### src/rtl/dcache_controller.sv
// Direct-mapped write-through, no-write-allocate data cache between the datapath and word-wide memory.
// Latency: read hits return rdata in the same cycle. A read miss costs the sum of the per-word memory latencies plus 1 cycle.
// Backpressure: stall holds the datapath through each miss or store. The memory request is held until the mem_ready strobe.
module dcache_controller #(
   parameter int ADDR_W   = 10,
   parameter int INDEX_W  = 3,
   parameter int OFFSET_W = 2
) (
   input  logic              clk,
   input  logic              reset_n,
   input  logic              mem_read,
   input  logic              mem_write,
   input  logic [ADDR_W-1:0] addr,
   input  logic [31:0]       wdata,
   output logic [31:0]       rdata,
   output logic              stall,
   output logic              mem_req,
   output logic              mem_we,
   output logic [ADDR_W-1:0] mem_addr,
   output logic [31:0]       mem_wdata,
   input  logic [31:0]       mem_rdata,
   input  logic              mem_ready,
   output logic [15:0]       hit_cnt,
   output logic [15:0]       miss_cnt
);
   localparam int TAG_W = ADDR_W - INDEX_W - OFFSET_W - 2;
   localparam int LINES = 2**INDEX_W;
   localparam int WORDS = 2**OFFSET_W;
   localparam logic [OFFSET_W-1:0] LAST_WORD = '1;

   typedef enum logic [1:0] {IDLE, REFILL, WRITE, WDONE} state_t;

   state_t               state;
   logic [LINES-1:0]     valid;
   logic [TAG_W-1:0]     tag_q   [LINES];
   logic [31:0]          data_q  [LINES*WORDS];
   logic [TAG_W-1:0]     tag_l;
   logic [INDEX_W-1:0]   index_l;
   logic [OFFSET_W-1:0]  cnt;
   logic [OFFSET_W-1:0]  cnt_nxt;
   logic [ADDR_W-3:0]    waddr_l;
   logic [31:0]          wdata_l;
   logic                 refill_flag;

   logic [TAG_W-1:0]     tag_in;
   logic [INDEX_W-1:0]   index_in;
   logic [OFFSET_W-1:0]  word_in;
   logic                 hit;
   logic [TAG_W-1:0]     w_tag;
   logic [INDEX_W-1:0]   w_index;
   logic [OFFSET_W-1:0]  w_word;
   logic                 w_hit;
   logic                         data_we;
   logic [INDEX_W+OFFSET_W-1:0]  data_sel;
   logic [31:0]                  data_val;
   logic                 unused_addr_bits;

   assign tag_in   = addr[ADDR_W-1 -: TAG_W];
   assign index_in = addr[OFFSET_W+2 +: INDEX_W];
   assign word_in  = addr[2 +: OFFSET_W];
   assign hit      = valid[index_in] && (tag_q[index_in] == tag_in);
   assign unused_addr_bits = ^addr[1:0];

   // Store lookup uses the address latched when the store was accepted
   assign w_tag   = waddr_l[ADDR_W-3 -: TAG_W];
   assign w_index = waddr_l[OFFSET_W +: INDEX_W];
   assign w_word  = waddr_l[OFFSET_W-1:0];
   assign w_hit   = valid[w_index] && (tag_q[w_index] == w_tag);
   assign cnt_nxt = cnt + OFFSET_W'(1);

   // Single data-array write port: refill words, or store data on a write hit
   always_comb begin
      data_we  = 1'b0;
      data_sel = {index_l, cnt};
      data_val = mem_rdata;
      if (state == REFILL && mem_ready) begin
         data_we = 1'b1;
      end else if (state == WRITE && mem_ready && w_hit) begin
         data_we  = 1'b1;
         data_sel = {w_index, w_word};
         data_val = wdata_l;
      end
   end

   // Data array carries no reset; valid[] guards every read of it
   always_ff @(posedge clk) begin
      if (data_we) data_q[data_sel] <= data_val;
   end

   // Datapath-facing outputs: stall is raised in the same cycle a miss or store is seen
   always_comb begin
      stall = 1'b0;
      rdata = '0;
      case (state)
         IDLE: begin
            if (mem_write) begin
               stall = 1'b1;
            end else if (mem_read) begin
               if (hit) rdata = data_q[{index_in, word_in}];
               else     stall = 1'b1;
            end
         end
         REFILL, WRITE: stall = 1'b1;
         default: ;
      endcase
   end

   // Controller FSM with registered memory-side outputs and statistics counters
   always_ff @(posedge clk or negedge reset_n) begin
      if (!reset_n) begin
         state       <= IDLE;
         valid       <= '0;
         for (int i = 0; i < LINES; i++) tag_q[i] <= '0;
         tag_l       <= '0;
         index_l     <= '0;
         cnt         <= '0;
         waddr_l     <= '0;
         wdata_l     <= '0;
         refill_flag <= 1'b0;
         mem_req     <= 1'b0;
         mem_we      <= 1'b0;
         mem_addr    <= '0;
         mem_wdata   <= '0;
         hit_cnt     <= '0;
         miss_cnt    <= '0;
      end else begin
         case (state)
            IDLE: begin
               if (mem_write) begin
                  waddr_l   <= addr[ADDR_W-1:2];
                  wdata_l   <= wdata;
                  mem_req   <= 1'b1;
                  mem_we    <= 1'b1;
                  mem_addr  <= {addr[ADDR_W-1:2], 2'b00};
                  mem_wdata <= wdata;
                  state     <= WRITE;
               end else if (mem_read) begin
                  if (hit) begin
                     // The retried access that ends a refill is not counted as a hit
                     if (!refill_flag && hit_cnt != 16'hFFFF) hit_cnt <= hit_cnt + 16'd1;
                     refill_flag <= 1'b0;
                  end else begin
                     // Invalidate first so a half-filled line can never look valid
                     valid[index_in] <= 1'b0;
                     tag_l    <= tag_in;
                     index_l  <= index_in;
                     cnt      <= '0;
                     if (miss_cnt != 16'hFFFF) miss_cnt <= miss_cnt + 16'd1;
                     mem_req  <= 1'b1;
                     mem_we   <= 1'b0;
                     mem_addr <= {tag_in, index_in, {OFFSET_W{1'b0}}, 2'b00};
                     state    <= REFILL;
                  end
               end
            end
            REFILL: begin
               if (mem_ready) begin
                  cnt      <= cnt_nxt;
                  mem_addr <= {tag_l, index_l, cnt_nxt, 2'b00};
                  if (cnt == LAST_WORD) begin
                     valid[index_l] <= 1'b1;
                     tag_q[index_l] <= tag_l;
                     refill_flag    <= 1'b1;
                     mem_req        <= 1'b0;
                     state          <= IDLE;
                  end
               end
            end
            WRITE: begin
               if (mem_ready) begin
                  mem_req <= 1'b0;
                  mem_we  <= 1'b0;
                  state   <= WDONE;
               end
            end
            WDONE: state <= IDLE;
            default: state <= IDLE;
         endcase
      end
   end
endmodule

### config.mk
export PLATFORM = sky130hd
export DESIGN_NAME = dcache_controller
export DESIGN_NICKNAME = d
export VERILOG_FILES = /design/src/rtl/dcache_controller.sv
export SDC_FILE = /design/constraint.sdc
export NUM_CORES = 1
export LEC_CHECK = 0
export BUFFER_PORTS_ARGS = -buffer_cell sky130_fd_sc_hd__buf_2
export CAP_MARGIN = 20
export CORE_MARGIN = 1.5
export CORE_UTILIZATION = 40
export CTS_BUF_LIST = sky130_fd_sc_hd__clkbuf_8
export DETAILED_ROUTE_END_ITERATION = 10
export PLACE_DENSITY = 0.64
export SYNTH_ARGS = -nofsm -noshare
export SYNTH_HDL_FRONTEND = slang
export SYNTH_SLANG_ARGS = --single-unit
### constraint.sdc
create_clock -name clk -period 5.1 [get_ports clk]
set_input_delay 0.765 -clock clk [delete_from_list [all_inputs] [get_ports clk]]
set_output_delay 0.765 -clock clk [all_outputs]
set_load 0.02 [all_outputs]
==> flow_summary.toml <==
[setup_path]
startpoint_type = "primary input"
cpPeakStageDelay_ns = 0.87
required_ns = 4.34
crit_path_cell_trace = "buf_2 > inv_1 > or3_2 > o22ai_1 > or3_1 > a311oi_1 > buf_2"
cpMaxStageDelayCell = "or3_2"
crit_fanout = 26
critical-path-top-delay-family = "simple AND/OR/NAND/NOR gates"
arrival_ns = 3.93
cp_num_buf_inv = 3
path_common_cell = "buf_2"
setup.worst_path.class = "primary input to output port"
end_kind = "output port"

[floorplan]
die_y_um = 338
start_util = 0.405
io_pins = 188
die_w_um = 338
core_mm2 = 0.111
rows = 122
die-area_mm2 = 0.114

[timing]
layout_min_cycle_time_ns = 4.69
slew-limit-headroom = 0.263
finalClockSkew_ns = 0.0481
tns_ns = 0
fmax_ghz = 0.213
tightest_slew_ns = 1.10
hold_slack_ns = 0.148
rsz0062_at_grt = "false"
finalCritPeriodShare = 0.920
setup_viol = 0
fin_ws_ns = 0.410
slew_viol_final = 0
hold_viol = 0

[yosys]
yosysWarnings = 0
syn-cell-area_mm2 = 0.0449
synth_common_cells = "edfxtp_1, mux4_2, dfrtp_1, o22ai_1, mux2_2"
avgSynthCellArea_um2 = 20.6
yosysSeqAreaShare = 0.754
synth_top_area_cell = "edfxtp_1"
yosys_register_bits = 1149
synth_top_area_share = 0.685
synth_cells = 2175
yosysMostFrequentCell = "edfxtp_1"
synth-main-ff-cell = "edfxtp_1"
synth_cell_types = 57
async_flop_share = 0.109
synth_edf_count = 1024
synth.area.top_cells = "edfxtp_1, mux4_2, dfrtp_1, mux2_2, o22ai_1"

[layout]
finalNetCount = 2598
nFillCells = 9236
register_area_mm2 = 0.0339
drive_above_1_share = 0.348
area_delta_synth_final_pct = 15.4
multi_input_area_mm2 = 0.0107

[min_path]
hold_class = "primary input to register"

[drt]
maxUsedRoutingLayer = "met4"
drc = 0
detail-route-antenna-nets = 0
drt_first_pass_iters = 5
viasPerCell = 5.70
wirelength_mm = 113
met2_length_mm = 53.7
wl_met3_mm = 9.79
drtIter0Drc = 2655
wl_met1_mm = 47.3
drt-wirelength-per-cell_um = 27.4
vias = 23534

[grt]
grt_max_degree = 68
grt_util_all_layers = 0.200
grt-ovfl-total = 0
grt_pass1_vias = 24080
grt_pass1_wl_mm = 163
antenna_found_initial = 4

[cts]
cts_tree = "built"
htree_levels = 4
path_clk_slew_ns = 0.06
clock_latency_ns = 0.85
cts_setup_buffers = 0
cts_buffers = 175
root_buffer = "clkbuf_8"
cts.repair.resized = 0
cts_sinks = 1149
cts_hold_buf = 1
cts_buffer_depth = 3

[power_and_ir_drop]
ir_drop_mv = 0.229
p_per_area_mw_per_mm2 = 405
p_leak_nw = 17.4

[placement]
gp_congestion = 0.784
place_ws_ns = 0.432
portBuffers = 183
hpwl_mm = 63.8

[run_status]
status = "completed"

[flow_run]
cap_violations = 0
## per-layer routing
| layer | global-route usage | up-vias |
|---|---|---|
| met5 | 0 | - |
| met1 | 0.282 | 12460 |
| met2 | 0.314 | 1134 |
| met3 | 0.0395 | 180 |
| met4 | 0.0611 | 0 |
| li1 | - | 9760 |
## logic make-up (layout without fill, tap and decap cells)
group                      after synthesis  after routing  share of synthesized area
other                                    1              6                  0.0000835
and+or+nand+nor                        254            254                     0.0286
xor gates and xnor gates                34             34                    0.00663
buffers and inverters                  142            606                     0.0136
AOI/OAI and AO/OA                      193            193                     0.0291
DFF                                   1149           1149                      0.754
muxes                                  395            395                      0.166
adders and majority gates                7              7                    0.00195
## worst paths after layout
kind | slack [ns] | endpoint | cells past startpoint | from
worst max-delay path | 0.41 | rdata[8] | 7 | addr[4]
worst min-delay path | 0.15 | wdata_l[1] | 2 | wdata[1]
worst max register to register | 0.55 | data_q[21][17] | 8 | waddr_l[2]
worst min register to register | 0.49 | hit_cnt[5] | 1 | hit_cnt[5]
max in group asynchronous | 3.31 | tag_q[19] | 3 | reset_n
min in group asynchronous | 0.51 | miss_cnt[8] | 2 | reset_n
## registers in the layout, summed over array words and instances, names as in the netlist, 8 cells and up
signal / count
wdata_l: 32
miss_cnt: 16
tag_q: 24
mem_addr: 8
hit_cnt: 16
valid: 8
waddr_l: 8
data_q: 1024
## cell usage in the layout, fill, tap and decap left out, types with 5 or more instances in the layout
cell type and n:
or4_1 26, clkinv_2 10, nand4_1 7, buf_12 26, edfxtp_1 1024, nand2_1 46, mux2_1 16, mux2i_1 11
xor2_1 26, clkbuf_8 179, bufinv_16 7, o22ai_1 125, nand3_1 15, o21a_1 7, buf_2 180, and3_1 5
inv_12 5, dfrtp_1 125, a21oi_1 7, inv_1 69, nor2_1 56, nor2_4 32, nor3b_1 7, clkinv_1 43
ha_1 7, xnor2_1 8, buf_4 73, a311oi_1 7, or3_1 7, o21ai_0 9, nor3_1 21, mux2_2 101
mux4_2 267, o32a_1 8, nor4_1 7
## area by class of cell
class | count | share of cell area
inverter | 17 | 0.00123
clock inverter | 126 | 0.0154
antenna | 4 | 0.000193
multi-input combinational | 885 | 0.207
timing repair buffer | 284 | 0.0392
tap | 1488 | 0.0359
sequential | 1149 | 0.654
clock buffer | 179 | 0.0475
## worst reg2reg max path: cells and delay by family, from the launching register on
kind / cells / cell delay, ns
compound gates: 1 / 0.14
xor+xnor: 1 / 0.15
buf+inv: 1 / 0.61
flops: 1 / 0.92
mux: 2 / 0.83
simple gates: 3 / 1.51
## metrics by stage
| stage | std cells | area [um^2] | power [W] | utilization |
|---|---|---|---|---|
| after detailed placement | 3820 | 48500 | 0.0140 | 0.437 |
| after global routing | 4131 | 51800 | 0.0218 | 0.467 |
| after floorplan | 2176 | 44900 | 0.0129 | - |
| after CTS | 4126 | 51800 | 0.0212 | 0.467 |
| final | 4132 | 51800 | 0.0210 | 0.467 |
| after global placement | 3820 | 48500 | 0.0139 | 0.437 |
## power breakdown
group	leakage, nW	internal [W]	total, W	switching (W)
Sequential	10.8	0.0108	0.0112	0.000411
Clock	1.85	0.00365	0.00721	0.00356
Combinational	4.80	0.00104	0.00260	0.00156
No activity file was read; power rests on OpenSTA's default activity.
